### config.mk
export PLATFORM = sky130hd
export DESIGN_NAME = countdown_timer
export DESIGN_NICKNAME = d
export VERILOG_FILES = /design/src/rtl/countdown_timer.sv
export SDC_FILE = /design/constraint.sdc
export NUM_CORES = 1
export LEC_CHECK = 0
export ABC_AREA = 1
export CORE_UTILIZATION = 50
export DETAILED_ROUTE_END_ITERATION = 8
export MAX_ROUTING_LAYER = met4
export PLACE_DENSITY = 0.81
export SETUP_SLACK_MARGIN = 0.02
export SLEW_MARGIN = 20
export SYNTH_ARGS = -nofsm -noshare
export SYNTH_HDL_FRONTEND = slang
export SYNTH_SLANG_ARGS = --single-unit
### constraint.sdc
create_clock -name clk -period 2.4 [get_ports clk]
set_input_delay 0.6 -clock clk [delete_from_list [all_inputs] [get_ports clk]]
set_output_delay 0.6 -clock clk [all_outputs]
set_load 0.01 [all_outputs]
### src/rtl/countdown_timer.sv
// Memory-mapped 32-bit countdown timer: CTRL (+0x0), PRESET (+0x4), COUNT (+0x8, read-only).
// Optional prescaler is compiled in when TIMER_PRESCALE_EN is defined.
module countdown_timer #(
  parameter int unsigned PRESCALE = 1
) (
  input  logic        clk,
  input  logic        reset,
  input  logic        sel,
  input  logic [31:0] addr,
  input  logic [3:0]  byteen,
  input  logic [31:0] wdata,
  output logic [31:0] rdata,
  output logic        irq
);

  typedef enum logic [1:0] {IDLE = 2'd0, LOAD = 2'd1, CNT = 2'd2, INT = 2'd3} state_t;

  state_t      state, state_nxt;
  logic [3:0]  ctrl;
  logic [31:0] preset;
  logic [31:0] count;
  logic        irq_flag;

  logic wr, ctrl_wr, preset_wr;
  logic en, auto_reload;
  logic tick, cnt_run;
  logic do_load, do_dec, do_set, do_int;

  if (PRESCALE < 1 || PRESCALE > 65535) begin : g_bad_prescale
    $error("countdown_timer: PRESCALE must be 1..65535");
  end

  assign wr          = sel & (|byteen);
  assign ctrl_wr     = wr & (addr[3:2] == 2'b00);
  assign preset_wr   = wr & (addr[3:2] == 2'b01);
  assign en          = ctrl[0];
  assign auto_reload = (ctrl[2:1] == 2'b01);

  // State register
  always_ff @(posedge clk) begin
    if (reset) state <= IDLE;
    else       state <= state_nxt;
  end

  // Next-state logic
  always_comb begin
    state_nxt = state;
    case (state)
      IDLE:    if (en) state_nxt = LOAD;
      LOAD:    state_nxt = CNT;
      CNT: begin
        if (!en)              state_nxt = IDLE;
        else if (count == '0) state_nxt = INT;
      end
      INT:     state_nxt = auto_reload ? LOAD : IDLE;
      default: state_nxt = IDLE;
    endcase
  end

  // State-decoded datapath controls
  always_comb begin
    do_load = 1'b0;
    cnt_run = 1'b0;
    do_set  = 1'b0;
    do_int  = 1'b0;
    case (state)
      LOAD: do_load = 1'b1;
      CNT: begin
        cnt_run = en && (count != '0);
        do_set  = en && (count == '0);
      end
      INT:  do_int = 1'b1;
      default: ;
    endcase
  end

  assign do_dec = cnt_run & tick;

`ifdef TIMER_PRESCALE_EN
  logic [15:0] psc;
  assign tick = (psc == 16'(PRESCALE - 1));

  always_ff @(posedge clk) begin
    if (reset)        psc <= '0;
    else if (do_load) psc <= '0;
    else if (cnt_run) psc <= tick ? 16'd0 : psc + 16'd1;
  end
`else
  assign tick = 1'b1;
`endif

  always_ff @(posedge clk) begin
    if (reset) begin
      ctrl     <= '0;
      preset   <= '0;
      count    <= '0;
      irq_flag <= 1'b0;
    end else begin
      // A CPU write to CTRL overrides the one-shot EN clear in the same cycle
      if (ctrl_wr) begin
        if (byteen[0]) ctrl <= wdata[3:0];
      end else if (do_int && !auto_reload) begin
        ctrl[0] <= 1'b0;
      end

      for (int i = 0; i < 4; i++)
        if (preset_wr && byteen[i]) preset[8*i +: 8] <= wdata[8*i +: 8];

      if (do_load)     count <= preset;
      else if (do_dec) count <= count - 32'd1;

      // Flag goes up on the edge entering INT so irq lands at t+3+N
      if (ctrl_wr)                          irq_flag <= 1'b0;
      else if (do_set)                      irq_flag <= 1'b1;
      else if (do_load || (do_int && auto_reload)) irq_flag <= 1'b0;
    end
  end

  always_comb begin
    rdata = '0;
    case (addr[3:2])
      2'b00:   rdata = {28'd0, ctrl};
      2'b01:   rdata = preset;
      2'b10:   rdata = count;
      default: rdata = '0;
    endcase
  end

  assign irq = irq_flag & ctrl[3];

  logic unused_addr;
  assign unused_addr = ^{addr[31:4], addr[1:0]};

endmodule

Word-level counts from Yosys, hierarchy flattened. Cells that the tools add are included.

Bitwise logic cells: 4. $add $sub $neg: 1. Muxes and demuxes: 17. Reductions and logical operators: 22. Eq/ne operators: 9.

Operators by type and width (count): 32-bit case mux with 3 select lines (1); 32-bit 2-to-1 mux (2); 32-bit zero test (1); 32-bit nonzero test (1); 32-bit by 1-bit subtractor with 32-bit output, second input constant (1); 1-bit 2-to-1 mux (10); 1-bit logical AND (8); 2-bit case mux with 4 select lines (1); 2-bit by 1-bit == test with 1-bit output, second input constant (3); 2-bit == test, second input constant (3); 2-bit 2-to-1 mux (3); 2-bit AND reduction (3); 2-bit nonzero test (3); 1-bit bitwise AND (4); 2-bit zero test (2); 2-bit != test, second input constant (2); 4-bit OR reduction (1); 3-bit != test, second input constant (1); 2-bit OR reduction (1); 1-bit zero test (1); 1-bit logical OR (1).

Input port bits: 71. Word-level logic and storage cells: 62. Register bits: 71. Output and inout port bits: 33.

Logic depth before layout (Yosys ltp). Gate-level depths: netlist of run 1.

Depth in word-level cells: 6. Gate-level depth with buffers: 13. Mapped depth without buffers: 12.

Least setup slack after synthesis of run 1. Ideal clock, no wire load.

Kind: input-to-output. Start: in addr[3]. End: out rdata[0]. Path slack: 336 ps. Required time: 1800 ps. Path buffers: 2. Arrival time: 1464 ps. Stages: 5. Cell sequence: inv_1 -> or2_2 -> clkbuf_1 -> clkbuf_1 -> o221ai_1.

Word-level cells in the longest chain between the ends: 2. Elaborated cells between the ends (all ways): 4. Those cells by class: eq/ne (2); mux (1); reduce/logical (1).

RTL lines: start, declared (line 9) `input logic [31:0] addr,`; 2-bit == test (tied with other cells) (line 121) `case (addr[3:2])`; 32-bit case mux with 3 select lines (*) (line 121); end, declared (line 12) `output logic [31:0] rdata,`.

Mark *: on every way between the ends. The rest lies on a longest branch, timed or not.

Final worst setup path of run 1.
Start: in addr[3]. End: out rdata[6].

Same word-level chain as after synthesis.

==> flow_summary.ini, run 1 <==
[timing]
setup_viol = 0
rsz0062_at_grt = no
slew_viol_final = 0
fin_crit_ns = 2.33
hold_viol = 0
timing.final.ws_setup_ns = 0.0746
holdWs_ns = 0.473
worst_slew_pin_slew_ns = 0.840
finalClockSkew_ns = 0.0158
max_freq_mhz = 430
relSlewSlack_pct = 44.0
post-route-period-util_pct = 96.9

[grt]
top_usage_layer = met2
grt_use_met3_pct = 4.21
antenna_found_initial = 0
globalRouteTotalUtil_pct = 31.4
grt_pass1_wl_um = 20800
grt_pass1_vias = 4410
gr-total-overflow = 0
grt_use_met2_pct = 51.5
grt_use_met1_pct = 38.1
grt_max_degree = 52

[power]
peakVddDrop_mv = 0.247
internal_power_uw = 1930
p_switching_uw = 839
power_leakage_uw = 0.00247
power_density_nw_per_um2 = 525
power.share.switching_pct = 30.3
power_frac_clock_pct = 34.6
power.share.sequential_pct = 44.2
pwr-share-comb_pct = 21.3

[clock_network]
h-tree-depth = 3
cts_root_buf = clkbuf_8
cts_setup_buffers = 0
cts_tree = done
cts_buffers = 9
clk_latency_ns = 0.36
clock-sinks = 71
clk_pin_slew_worst_paths_ns = 0.08
cts_buffer_depth = 2
ctsHoldBuffers = 0

[critical_path]
crit_type = primary input to primary output
end_kind = primary output
cp_num_buf_inv = 4
rr_worst_depth = 11
r2r_end = count[29]
cpPeakStageDelay_ns = 0.30
worst_setup_path_start_kind = primary input
cp_slowest_cell = or2_4
required_ns = 1.80
arrival_ns = 1.73
r2r-start = count[0]
cp_max_fo = 10
rrSetupSlack_ns = 0.23
cpLargestDelayFamily = buffers and inverters
cp_cell_sequence = dlygate4sd2_1, inv_1, or2_4, bufbuf_16, o22ai_1, buf_2

[logic_synthesis]
ys_ff_latch = 71
ys_top_cells_by_area = dfxtp_1, nand2_1, inv_1, nor2_1, nand3_1
synth.most_common_cell = nand2_1
syn_area_um2 = 4230
netlist.area_leader.share_pct = 33.6
synth_area_leader_cell = dfxtp_1
ys_seq_area_share_pct = 33.6
synthCells = 678
avgSynthCellArea_um2 = 6.23
ys_types = 29
synth_fp_nets = 750
synthArstFlopShare_pct = 0
ys_warn_count = 0
synth_edf_count = 0
synth_flop_cell = dfxtp_1
synthTopCellsByCount = nand2_1, inv_1, nor2_1

[place]
hpwl_um = 9150
dp.cells = 852
portBuffers = 73
place_ws_ns = -0.583
gp_congestion = 0.906
place_area_um2 = 5140

[layout]
design_area_um2 = 5270
finalNonFillerCells = 870
area_growth_pct = 24.7
drive_gt1_share_pct = 12.0
nFillCells = 733
fin_util_pct = 64.1
n_antenna_cell = 0
layout.nets = 832

[floorplan]
core_area_um2 = 8220
io_pins = 104
die-area_um2 = 8820
die_h_um = 93.9
die-width_um = 93.9
floorplan.initialDensity_pct = 51.4
rows = 33

[detailed_routing]
route.vias.total = 4740
wl_per_cell_um = 14.6
drc = 0
drtIter0Drc = 273
first_pass_iters = 5
vias_per_cell = 5.45
ant_nets = 0
drt-total-wl_um = 12700

[outcome]
status = finished clean

[min_path]
hold_end = preset[0]
hold_path.class = register to register
holdPathStages = 2
holdCritStartpoint = preset[0]

[flow_run]
maxCapViolCount = 0
[timing repair]
item	in CTS	in global routing
resized for setup	137	0
hold endpoints to repair	0	0
endpoints found under the setup margin	32	0
[stage by stage]
| step | power (uW) | TNS, ns |
|---|---|---|
| floorplan | 1600 | 0 |
| global placement | 1800 | -15.79 |
| detailed placement | 1820 | -16.46 |
| CTS | 2760 | 0 |
| global route | 2900 | 0 |
| finish | 2770 | 0 |
[flip-flops by register name (all words and copies together), names as in the netlist]
signal and cells:
preset 32, irq_flag 1, count 32, state 2, ctrl 4
[layer usage]
layer	routed length (um)	part of all wire (%)
met5	0	0
met3	739	5.8
met4	367	2.9
met2	6020	47
met1	5580	44
[cell families (layout without fill, tap and decap cells)]
kind of cell               after synthesis  count (layout)  share of synthesized area [%]
and+or+nand+nor                        329             329                           33.5
AOI/OAI and AO/OA                      146             146                           18.6
buffers and inverters                  123             210                           12.3
DFF                                     71              71                           33.6
xor gates and xnor gates                 8               8                           1.66
adders and majority gates                1               1                          0.296
[placed cells by master (no fill, tap or decap)]
master             n
inv_1             92
dlygate4sd2_1      2
a31oi_1            1
nand2_2            1
clkinv_1           1
nand4_1           11
bufinv_16          1
dfxtp_1           71
o22ai_2            2
o221ai_2           3
buf_2             32
nor2_2             2
clkbuf_8           9
o21ai_0           57
o22ai_1           26
nor2_4             2
buf_6              1
nor2_1            87
nand3_1           60
ha_1               1
a211oi_1           1
o221ai_1           1
a22oi_1            1
buf_12             2
xor2_1             8
clkinvlp_4         2
nand2_4            3
nand2_1          159
clkinv_2           1
bufbuf_16          2
a21oi_1           53
clkbuf_1           2
nor3_2             2
clkinv_4           1
buf_4             23
or2_4              1
clkdlybuf4s50_1   39
a21oi_2            1
nand2_8            1
[power groups by stage]
stage	clock network, uW	registers [uW]	logic, uW
finish	956	1220	588
global route	1020	1230	654
CTS	960	1220	581
detailed placement	0	1250	567
global placement	0	1250	553
floorplan	0	1250	360
[worst max path at each step]
stage | start | to | slack (ns) | cells after the start
4_1_cts | addr[3] | rdata[6] | 0.08 | 6
5_1_grt | addr[3] | rdata[24] | 0.02 | 6
2_1_floorplan | addr[3] | rdata[0] | 0.34 | 5
3_3_place_gp | addr[3] | rdata[2] | -0.55 | 6
6_report | addr[3] | rdata[6] | 0.07 | 6
3_5_place_dp | addr[3] | rdata[1] | -0.58 | 6
[cell type report]
class                           instances  area (um2)  area share [%]
Clock buffer                           11         131            2.49
Multi-Input combinational cell        484        2320            44.0
Tap cell                              105         131            2.49
Inverter                               93         349            6.62
Sequential cell                        71        1420            27.0
Clock inverter                          5        58.8            1.12
Timing Repair Buffer                  101         857            16.3
[worst register-to-register path: stages, from the launching register on]
cell and delay, ns:
dfxtp_1 0.34, inv_1 0.10, ha_1 0.24, nand2_2 0.11, nor2_4 0.05, nand2_4 0.10
nor2_4 0.08, a21oi_2 0.68, nand2_1 0.15, nand3_1 0.14, nand2_1 0.06, inv_1 0.06
Power figures use the tool's default switching activity.
==> run 2: changes to the inputs <==
--- a/config.mk
+++ b/config.mk
@@ -6,10 +6,11 @@
 export NUM_CORES = 1
 export LEC_CHECK = 0
 export ABC_AREA = 1
-export CORE_UTILIZATION = 50
+export CORE_UTILIZATION = 51
+export CTS_BUF_LIST = sky130_fd_sc_hd__clkbuf_4 sky130_fd_sc_hd__clkbuf_8
 export DETAILED_ROUTE_END_ITERATION = 8
 export MAX_ROUTING_LAYER = met4
-export PLACE_DENSITY = 0.81
+export PLACE_DENSITY = 0.82
 export SETUP_SLACK_MARGIN = 0.02
 export SLEW_MARGIN = 20
 export SYNTH_ARGS = -nofsm -noshare
==> flow_summary.ini, run 2 (synthesis results as in run 1) <==
[clock_network]
cts_setup_buffers = 0
cts_buffer_depth = 2
h-tree-depth = 3
cts_root_buf = clkbuf_8
cts_buffers = 9
clock-sinks = 71
clk_latency_ns = 0.35
cts_tree = done
clk_pin_slew_worst_paths_ns = 0.08

[min_path]
holdCritStartpoint = preset[31]
hold_path.class = register to register

[power]
p_switching_uw = 862
internal_power_uw = 1940
power_density_nw_per_um2 = 536
power_frac_clock_pct = 35.5
power.share.switching_pct = 30.7
power.share.sequential_pct = 43.6
peakVddDrop_mv = 0.336
power_leakage_uw = 0.00244
pwr-share-comb_pct = 20.9

[detailed_routing]
ant_nets = 0
vias_per_cell = 5.51
first_pass_iters = 5
drc = 0
drtIter0Drc = 339
drt-total-wl_um = 12800
wl_per_cell_um = 14.8
route.vias.total = 4751

[critical_path]
arrival_ns = 1.65
end_kind = primary output
cp_max_fo = 6
critical_path.startpoint = addr[3]
r2r-start = count[0]
required_ns = 1.80
worst_setup_path_start_kind = primary input
crit_type = primary input to primary output

[layout]
drive_gt1_share_pct = 11.8
multi_input_area_um2 = 2320
final_cell_mix = nand2_1, inv_1, nor2_1, dfxtp_1, nand3_1
n_antenna_cell = 0
layout_commonest_cell = nand2_1
layout.nets = 828
area_growth_pct = 23.9
regArea_um2 = 1420
nFillCells = 704
finalNonFillerCells = 863
largestRegisters = count: 32 flops, preset: 32 flops, ctrl: 4 flops
fin_util_pct = 66.4

[timing]
rsz0062_at_grt = no
fin_crit_ns = 2.25
setup_viol = 0
max_freq_mhz = 444
relSlewSlack_pct = 72.7
post-route-period-util_pct = 93.9
slew_viol_final = 0
worst_slew_pin_slew_ns = 0.409
hold_viol = 0
finalClockSkew_ns = 0.00842

[floorplan]
die-area_um2 = 8650
io_pins = 104
core_area_um2 = 7890
rows = 32
die_h_um = 93.0
die-width_um = 93.0
floorplan.initialDensity_pct = 53.6

[place]
hpwl_um = 9130
portBuffers = 73
dp.cells = 845
gp_congestion = 0.929

[grt]
grt_pass1_vias = 4521
globalRouteTotalUtil_pct = 32.2
gr-total-overflow = 0
grt_max_degree = 35
antenna_found_initial = 0
grt_pass1_wl_um = 21500

[outcome]
status = finished clean

[flow_run]
maxCapViolCount = 0
==> run 2: cell types whose count changed in the layout (fill, tap and decap cells not counted), moves of 2 or more <==
cell / change
buf_4: -4
buf_16: +2
clkbuf_1: -2
bufbuf_16: -2
inv_6: +2
==> run 2: final timing paths <==
kind                              endpoint  slack (ns)  depth (start not counted)
worst max register to register    count[7]        0.21                         11
worst max-delay path             rdata[15]        0.15                          6
worst min register to register  preset[31]        0.47                          2
worst min-delay path            preset[31]        0.47                          2
==> run 2: through the flow <==
step | TNS (ns) | instance area [um2] | setup slack, ns | total power [uW] | hold WS, ns
after detailed placement | -16.47 | 5100 | -0.567 | 1820 | 0.460
final | 0 | 5240 | 0.147 | 2810 | 0.472
after global placement | -15.98 | 5100 | -0.548 | 1800 | 0.456
after global routing | 0 | 5240 | 0.0264 | 2930 | 0.490
after floorplan | 0 | 4230 | 0.336 | 1600 | 0.441
after CTS | 0 | 5230 | 0.144 | 2800 | 0.473
==> run 2: area by class of cell <==
| type | count | area share, % |
|---|---|---|
| inverter | 93 | 6.67 |
| timing repair buffer | 97 | 15.6 |
| multi-input combinational | 484 | 44.3 |
| clock inverter | 6 | 1.31 |
| tap | 102 | 2.44 |
| clock buffer | 10 | 2.51 |
| sequential | 71 | 27.2 |
==> run 2: power groups by stage <==
stage | registers [uW] | clock network (uW) | logic (uW)
after global routing | 1230 | 1050 | 654
final | 1220 | 996 | 586
after global placement | 1250 | 0 | 553
after floorplan | 1250 | 0 | 360
after CTS | 1220 | 1000 | 579
after detailed placement | 1250 | 0 | 566
==> run 2: what timing repair did <==
item,4_1_cts,5_1_grt
hold buffers,0,0
pin swaps,1,0
hold endpoints to repair,0,0
resized for setup,139,1
endpoints found under the setup margin,32,7
cloned,2,0
==> run 2: critical path, cell delays in order <==
cell           delay [ns]
dlygate4sd2_1        0.21
inv_1                0.05
or2_4                0.32
buf_12               0.17
o22ai_1              0.12
buf_2                0.16
==> run 2: metal layers <==
layer | part of all wire (%) | GRT usage, % | routed length [um] | vias to the layer above
met5 | 0 | - | 0 | -
met4 | 2.0 | 9.74 | 250 | 0
met3 | 6.4 | 5.61 | 823 | 29
met2 | 48 | 53.6 | 6070 | 198
met1 | 44 | 40.0 | 5640 | 2171
li1 | - | - | - | 2353
==> run 3: changes to the inputs <==
--- a/config.mk
+++ b/config.mk
@@ -16,3 +16,4 @@
 export SYNTH_ARGS = -nofsm -noshare
 export SYNTH_HDL_FRONTEND = slang
 export SYNTH_SLANG_ARGS = --single-unit
+export TNS_END_PERCENT = 1
==> flow_summary.ini, run 3 (synthesis results as in run 1) <==
[outcome]
status = finished clean

[critical_path]
required_ns = 1.80
cp_max_fo = 6
end_kind = primary output
rr_worst_depth = 11
crit_type = primary input to primary output
worst_setup_path_start_kind = primary input
arrival_ns = 1.71

[grt]
grt_pass1_vias = 4521
grt_max_degree = 35
grt_pass1_wl_um = 21500
antenna_found_initial = 0
globalRouteTotalUtil_pct = 32.2
gr-total-overflow = 0

[timing]
max_freq_mhz = 432
setup_viol = 0
hold_viol = 0
timing.final.ws_setup_ns = 0.0876
finalClockSkew_ns = 0.00908
post-route-period-util_pct = 96.3
rsz0062_at_grt = no
slew_viol_final = 0
worst_slew_pin_slew_ns = 0.402
relSlewSlack_pct = 73.1
holdWs_ns = 0.473
fin_crit_ns = 2.31

[floorplan]
core_area_um2 = 7890
rows = 32
die_h_um = 93.0
floorplan.initialDensity_pct = 53.6
die-area_um2 = 8650
die-width_um = 93.0
io_pins = 104

[place]
portBuffers = 73
place_ws_ns = -0.567
dp.cells = 845
gp_congestion = 0.929
hpwl_um = 9130

[detailed_routing]
drt-total-wl_um = 13200
first_pass_iters = 7
drtIter0Drc = 350
ant_nets = 0
wl_per_cell_um = 15.3
route.vias.total = 4829
drc = 0
vias_per_cell = 5.59

[power]
power.share.sequential_pct = 43.3
power.share.switching_pct = 30.9
power_frac_clock_pct = 35.3
pwr-share-comb_pct = 21.4
internal_power_uw = 1950
power_leakage_uw = 0.00247
power_density_nw_per_um2 = 532
peakVddDrop_mv = 0.337
p_switching_uw = 874

[layout]
multi_input_area_um2 = 2350
layout_commonest_cell = nand2_1
area_growth_pct = 25.8
n_antenna_cell = 0
drive_gt1_share_pct = 12.7
final_cell_mix = nand2_1, inv_1, nor2_1, dfxtp_1, nand3_1
layout.nets = 829
largestRegisters = count: 32 flops, preset: 32 flops, ctrl: 4 flops
finalNonFillerCells = 864
regArea_um2 = 1420
nFillCells = 692

[clock_network]
cts_buffer_depth = 2
cts_buffers = 9
h-tree-depth = 3
clk_latency_ns = 0.35
cts_root_buf = clkbuf_8
cts_tree = done
clk_pin_slew_worst_paths_ns = 0.08
clock-sinks = 71
cts_setup_buffers = 0

[min_path]
holdPathStages = 2
hold_path.class = register to register

[flow_run]
maxCapViolCount = 0
run 3: timing repair:
action / CTS / global route
endpoints found under the hold margin: 0 / 0
cloned: 2 / 1
endpoints found under the setup margin: 32 / 39
gates resized for setup: 138 / 13
pin swaps: 1 / 0
hold buffers: 0 / 0
run 3: power by group through the flow:
stage / sequential, uW / clock [uW] / combinational (uW)
2_1_floorplan: 1250 / 0 / 360
3_3_place_gp: 1250 / 0 / 553
3_5_place_dp: 1250 / 0 / 566
4_1_cts: 1220 / 1000 / 579
5_1_grt: 1230 / 1050 / 670
6_report: 1220 / 997 / 605
run 3: critical path, cell delays in order:
cell and delay (ns):
dlygate4sd2_1 0.23, inv_1 0.09, or2_4 0.34, buf_12 0.17, o221ai_2 0.12, buf_2 0.15
run 3: area by class of cell:
cell class,count,area share [%]
tap,102,2.40
sequential,71,26.7
clock inverter,6,1.29
inverter,93,6.57
multi-input combinational,484,44.3
clock buffer,10,2.47
timing repair buffer,98,16.2
run 3: path summary, 6_finish.rpt:
check | start | endpoint | slack [ns]
setup / recovery | addr[3] | rdata[0] | 0.09
hold / removal | preset[31] | preset[31] | 0.47
setup reg to reg | count[0] | count[7] | 0.21
hold reg to reg | preset[31] | preset[31] | 0.47
run 3: metrics by stage:
step | area [um2] | setup TNS, ns | utilization [%] | power, uW
2_1_floorplan | 4230 | 0 | - | 1600
3_3_place_gp | 5100 | -15.98 | 64.7 | 1800
3_5_place_dp | 5100 | -16.47 | 64.7 | 1820
4_1_cts | 5230 | 0 | 66.4 | 2800
5_1_grt | 5320 | 0 | 67.4 | 2940
6_report | 5320 | 0 | 67.4 | 2830
run 3: layer usage:
layer / GRT usage [%] / wire length [um]
met1: 40.0 / 5620
met2: 53.6 / 6280
met3: 5.61 / 991
met4: 9.74 / 333
met5: - / 0
